`config.mk`:
```
export PLATFORM = sky130hd
export DESIGN_NAME = plab5_mcore_resp_net_arbiter
export DESIGN_NICKNAME = d
export VERILOG_FILES = /design/src/rtl/plab5_mcore_resp_net_arbiter.sv
export SDC_FILE = /design/constraint.sdc
export NUM_CORES = 1
export LEC_CHECK = 0
export ABC_AREA = 1
export CAP_MARGIN = 20
export CORE_MARGIN = 4
export CORE_UTILIZATION = 39
export CTS_CLUSTER_SIZE = 24
export DETAILED_ROUTE_END_ITERATION = 8
export HOLD_SLACK_MARGIN = 0.12
export PLACE_DENSITY_LB_ADDON = 0.3
export SYNTH_ARGS = -nofsm -noshare
export SYNTH_HDL_FRONTEND = slang
export SYNTH_SLANG_ARGS = --single-unit
```
`constraint.sdc`:
```
create_clock -name clk -period 2.8 [get_ports clk]
set_input_delay 0.56 -clock clk [delete_from_list [all_inputs] [get_ports clk]]
set_output_delay 0.56 -clock clk [all_outputs]
set_load 0.1 [all_outputs]
```
`src/rtl/plab5_mcore_resp_net_arbiter.sv`:
```
// Round-robin arbiter merging per-bank response messages into one network port through a one-entry output buffer.
// Optional macro PLAB5_MCORE_RESP_ARB_DOMAIN_GAP_EN inserts one idle slot on every security-domain switch.
module plab5_mcore_resp_net_arbiter #(
  parameter int unsigned p_num_reqs   = 4,
  parameter int unsigned p_ctrl_nbits = 23,
  parameter int unsigned p_data_nbits = 32
) (
  input  logic                                 clk,
  input  logic                                 reset,
  input  logic [p_num_reqs-1:0]                in_val,
  output logic [p_num_reqs-1:0]                in_rdy,
  input  logic [p_num_reqs-1:0]                in_domain,
  input  logic [p_num_reqs*p_ctrl_nbits-1:0]   in_msg_control,
  input  logic [p_num_reqs*p_data_nbits-1:0]   in_msg_data,
  output logic                                 out_val,
  input  logic                                 out_rdy,
  output logic                                 out_domain,
  output logic [p_ctrl_nbits-1:0]              out_msg_control,
  output logic [p_data_nbits-1:0]              out_msg_data
);

  localparam int unsigned PTR_W = $clog2(p_num_reqs);

  logic                    out_val_q,  out_val_d;
  logic                    out_dom_q,  out_dom_d;
  logic [p_ctrl_nbits-1:0] out_ctrl_q, out_ctrl_d;
  logic [p_data_nbits-1:0] out_data_q, out_data_d;
  logic [PTR_W-1:0]        ptr_q,      ptr_d;

`ifdef PLAB5_MCORE_RESP_ARB_DOMAIN_GAP_EN
  logic last_dom_q,  last_dom_d;
  logic have_xfer_q, have_xfer_d;
  logic gap_paid_q,  gap_paid_d;
  logic gap_c;
`endif

  logic [p_num_reqs-1:0]   grant;
  logic                    found;
  logic [PTR_W-1:0]        win_idx;
  logic [PTR_W-1:0]        scan_idx;
  logic                    sel_dom;
  logic [p_ctrl_nbits-1:0] sel_ctrl;
  logic [p_data_nbits-1:0] sel_data;
  logic                    can_load;
  logic                    load_ok;
  logic                    xfer;

  // Rotating priority scan starting at ptr_q; the index wraps by truncation.
  always_comb begin
    grant    = '0;
    found    = 1'b0;
    win_idx  = '0;
    scan_idx = '0;
    for (int k = 0; k < int'(p_num_reqs); k++) begin
      scan_idx = ptr_q + PTR_W'(k);
      if (!found && in_val[scan_idx]) begin
        found           = 1'b1;
        grant[scan_idx] = 1'b1;
        win_idx         = scan_idx;
      end
    end
  end

  // Payload mux driven by the one-hot grant.
  always_comb begin
    sel_dom  = 1'b0;
    sel_ctrl = '0;
    sel_data = '0;
    for (int i = 0; i < int'(p_num_reqs); i++) begin
      if (grant[i]) begin
        sel_dom  = in_domain[i];
        sel_ctrl = in_msg_control[i*p_ctrl_nbits +: p_ctrl_nbits];
        sel_data = in_msg_data[i*p_data_nbits +: p_data_nbits];
      end
    end
  end

  always_comb begin
    out_val_d  = out_val_q;
    out_dom_d  = out_dom_q;
    out_ctrl_d = out_ctrl_q;
    out_data_d = out_data_q;
    ptr_d      = ptr_q;
    can_load   = !out_val_q || out_rdy;
    load_ok    = !reset && can_load && found;
`ifdef PLAB5_MCORE_RESP_ARB_DOMAIN_GAP_EN
    last_dom_d  = last_dom_q;
    have_xfer_d = have_xfer_q;
    gap_paid_d  = gap_paid_q;
    // The cycle in which a domain switch is first seen is the idle GAP slot.
    gap_c       = load_ok && have_xfer_q && !gap_paid_q && (sel_dom != last_dom_q);
    xfer        = load_ok && !gap_c;
`else
    xfer        = load_ok;
`endif
    in_rdy = xfer ? grant : '0;

    if (xfer) begin
      out_val_d  = 1'b1;
      out_dom_d  = sel_dom;
      out_ctrl_d = sel_ctrl;
      out_data_d = sel_data;
      ptr_d      = win_idx + PTR_W'(1);
    end else if (out_rdy) begin
      out_val_d  = 1'b0;
    end

`ifdef PLAB5_MCORE_RESP_ARB_DOMAIN_GAP_EN
    if (xfer) begin
      last_dom_d  = sel_dom;
      have_xfer_d = 1'b1;
      gap_paid_d  = 1'b0;
    end else if (gap_c) begin
      gap_paid_d  = 1'b1;
    end
`endif
  end

  always_ff @(posedge clk) begin
    if (reset) begin
      out_val_q   <= 1'b0;
      out_dom_q   <= 1'b0;
      out_ctrl_q  <= '0;
      out_data_q  <= '0;
      ptr_q       <= '0;
`ifdef PLAB5_MCORE_RESP_ARB_DOMAIN_GAP_EN
      last_dom_q  <= 1'b0;
      have_xfer_q <= 1'b0;
      gap_paid_q  <= 1'b0;
`endif
    end else begin
      out_val_q   <= out_val_d;
      out_dom_q   <= out_dom_d;
      out_ctrl_q  <= out_ctrl_d;
      out_data_q  <= out_data_d;
      ptr_q       <= ptr_d;
`ifdef PLAB5_MCORE_RESP_ARB_DOMAIN_GAP_EN
      last_dom_q  <= last_dom_d;
      have_xfer_q <= have_xfer_d;
      gap_paid_q  <= gap_paid_d;
`endif
    end
  end

  assign out_val         = out_val_q;
  assign out_domain      = out_dom_q;
  assign out_msg_control = out_ctrl_q;
  assign out_msg_data    = out_data_q;

endmodule
```
==> metrics.csv <==
stage,metric,value,unit
status,status,completed,
worst_setup_path,crit_top_cell,nand2_1,
floorplan,die_h,120,um
worst_setup_path,critPathKind,register to output port,
final_layout,final_cell_mix,"359 x nand2_1, 225 x a21oi_1, 225 x clkdlybuf4s50_1, 129 x inv_1, 87 x buf_4",
worst_setup_path,worstSetupEndpointType,output port,
cts,cts.path.max_buffers,2,
worst_setup_path,crit_buf_inv,5,
worst_setup_path,path_cells,"inv_1, ha_4, inv_2, nand2_1, nand2_1, nor2_4, buf_4, nand4_1, nand3_4, nand2_2, clkinvlp_4, buf_12",
run,max_cap_violations,0,
sta,finalSetupViolCount,0,
logic_synthesis,ys_seq_area_share,24.1,%
placement,portBuffers,291,
worst_setup_path,r2r_end,out_msg_control[6],
final_layout,drive_gt1_share,13.3,%
logic_synthesis,yosys_warnings,0,
worst_setup_path,crit_arrival,2.11,ns
logic_synthesis,synth_top_area_share,28.6,%
worst_setup_path,path_depth,12,
routing,routed_wl,19400,um
final_layout,fill_cells,1099,
logic_synthesis,avgSynthCellArea,5.47,sq um
logic_synthesis,synth.cell_area,4910,sq um
sta,max_freq,375,MHz
grt,antenna_found_initial,0,
sta,worst-slew-pin-transition,0.658,ns
sta,fin_worst_skew,0.00465,ns
floorplan,die_x,120,um
worst_setup_path,critical_path_required,2.24,ns
routing,drc_errors,0,
placement,routabilityCongestion,0.967,
logic_synthesis,ys_types,26,
worst_setup_path,timing.rr.start,ptr_q[1],
cts,cts_tree,yes,
logic_synthesis,yosysTopAreaCell,nand2_1,
worst_setup_path,critical_path.slowest_cell,dfxtp_4,
cts,clk_latency,0.32,ns
sta,period_share,95.2,%
routing,vias,6477,
worst_setup_path,worst-r2r-setup-slack,0.38,ns
routing,drt_iter0_drc,350,
cts,htreeDepth,3,
final_layout,layout_commonest_cell,nand2_1,
cts,clkSinkCount,59,
worst_setup_path,startpoint_type,register,
worst_setup_path,max_stage_delay,0.34,ns
routing,ant_nets,0,
final_layout,num_antenna_cells,0,
worst_setup_path,path_max_fanout,5,
floorplan,start_util,40.4,%
floorplan,rows,40,
grt,grt_max_degree,92,
cts,holdBufCountCts,0,
final_layout,syn2layout_area_growth,71.5,%
floorplan,core_region_area,12200,sq um
logic_synthesis,synth_fp_nets,1135,
routing,routedWlPerCell,14.4,um
logic_synthesis,syn-instance-count,897,
worst_setup_path,critPathLaunch,ptr_q[1],
routing,drt-pass1-iter-count,5,
grt,grt_pass1_wl,29500,um
sta,relSlewSlack,56.1,%
final_layout,nNetsFinal,1417,
routing,vias_per_cell,4.79,
worst_setup_path,crit_end,in_rdy[2],
floorplan,dieArea,14500,sq um
grt,grt_pass1_vias,5939,
placement,place_hpwl,14700,um
floorplan,io_pins,292,
logic_synthesis,yosys_register_bits,59,
cts,clkTransAtPathRegs,0.05,ns
worst_setup_path,critPathTopFamily,simple AND/OR/NAND/NOR gates,
sta,finalSetupTns,0,ns
worst_hold_path,hp-class,register to register,
cts,root_buffer,clkbuf_16,
sta,finalHoldViolCount,0,
sta,period_needed,2.67,ns
grt,globalRouteOverflowTotal,0,
grt,grt_use_total,25.2,%
cts,numCtsBuffers,9,
worst_setup_path,rr_worst_depth,17,
sta,drv_slew,0,
logic_synthesis,synthTopCellsByArea,"nand2_1 29%, dfxtp_1 24%, a21oi_1 23%",
-- registers in the layout (all words and copies together) (netlist names) --
signal / cells
out_msg_control: 23
out_msg_data: 32
out_val: 1
ptr_q: 2
out_domain: 1
-- cells by family (layout without fill, tap and decap cells) --
logic type | after synthesis | count (layout) | synth area share, %
AOI/OAI and AO/OA | 234 | 234 | 24.3
xor gates and xnor gates | 1 | 1 | 0.178
adders and majority gates | 7 | 7 | 1.78
DFF | 59 | 59 | 24.1
buffers and inverters | 197 | 484 | 17.5
and+or+nand+nor | 399 | 399 | 32.2
-- synth_stat cells, drive strengths merged --
cell    number
dfxtp       59
a21oi      226
buf         44
nor2         6
nand3       13
xor2         1
clkbuf      16
ha           7
a22oi        1
nand4        4
inv        137
nand2      376
a21boi       3
o21ai        4
-- stage by stage --
| step | cell area [sq um] | hold slack [ns] | utilization [%] | setup slack, ns | instances |
|---|---|---|---|---|---|
| after detailed placement | 7990 | 0.457 | 65.7 | -0.0361 | 1328 |
| final | 8420 | 0.465 | 69.2 | 0.133 | 1352 |
| after floorplan | 4940 | 0.531 | - | 0.0602 | 897 |
| after global placement | 7990 | 0.452 | 65.7 | -0.00735 | 1328 |
| after CTS | 8300 | 0.465 | 68.3 | 0.00132 | 1344 |
| after global routing | 8420 | 0.477 | 69.2 | -0.00437 | 1352 |
-- how the worst min path moves through the flow --
stage,end,depth (start not counted),slack [ns],start
floorplan,ptr_q[0],2,0.53,ptr_q[0]
global placement,out_msg_control[10],2,0.45,out_msg_control[10]
detailed placement,out_msg_data[14],2,0.46,out_msg_data[14]
CTS,out_msg_data[14],2,0.46,out_msg_data[14]
global route,out_msg_data[14],2,0.48,out_msg_data[14]
finish,out_msg_data[4],2,0.46,out_msg_data[4]
-- cell type report --
class                      count  area (sq um)  area share [%]
tap                          168           210            2.50
inverter                     137           534            6.34
clock inverter                 2          35.0           0.416
sequential                    59          1190            14.1
multi-input combinational    641          2970            35.2
clock buffer                  14           254            3.02
timing repair buffer         331          3230            38.4
-- timing repair --
| item | 4_1_cts | 5_1_grt |
|---|---|---|
| buffers inserted | 0 | 8 |
| gates resized for setup | 10 | 20 |
| endpoints found under the setup margin | 4 | 4 |
| pin swaps | 1 | 12 |
-- layer usage --
metal	wire length [um]	share of wire [%]	GRT usage, %	vias to the layer above
met4	513	2.6	9.07	0
li1	-	-	-	3337
met1	7690	40	28.6	2834
met3	1900	9.8	8.37	42
met2	9310	48	44.1	264
met5	0	0	0	-
-- worst register-to-register path: cells and delay by family (launching register included) --
kind            cells  cell delay (ns)
compound gates      2             0.14
simple gates        8             0.73
buf+inv             6             0.73
fa+ha+maj           1             0.30
flops               1             0.34
Power is not shown: default switching activity piles up to over one toggle a cycle in this logic, so the estimate is an artifact.
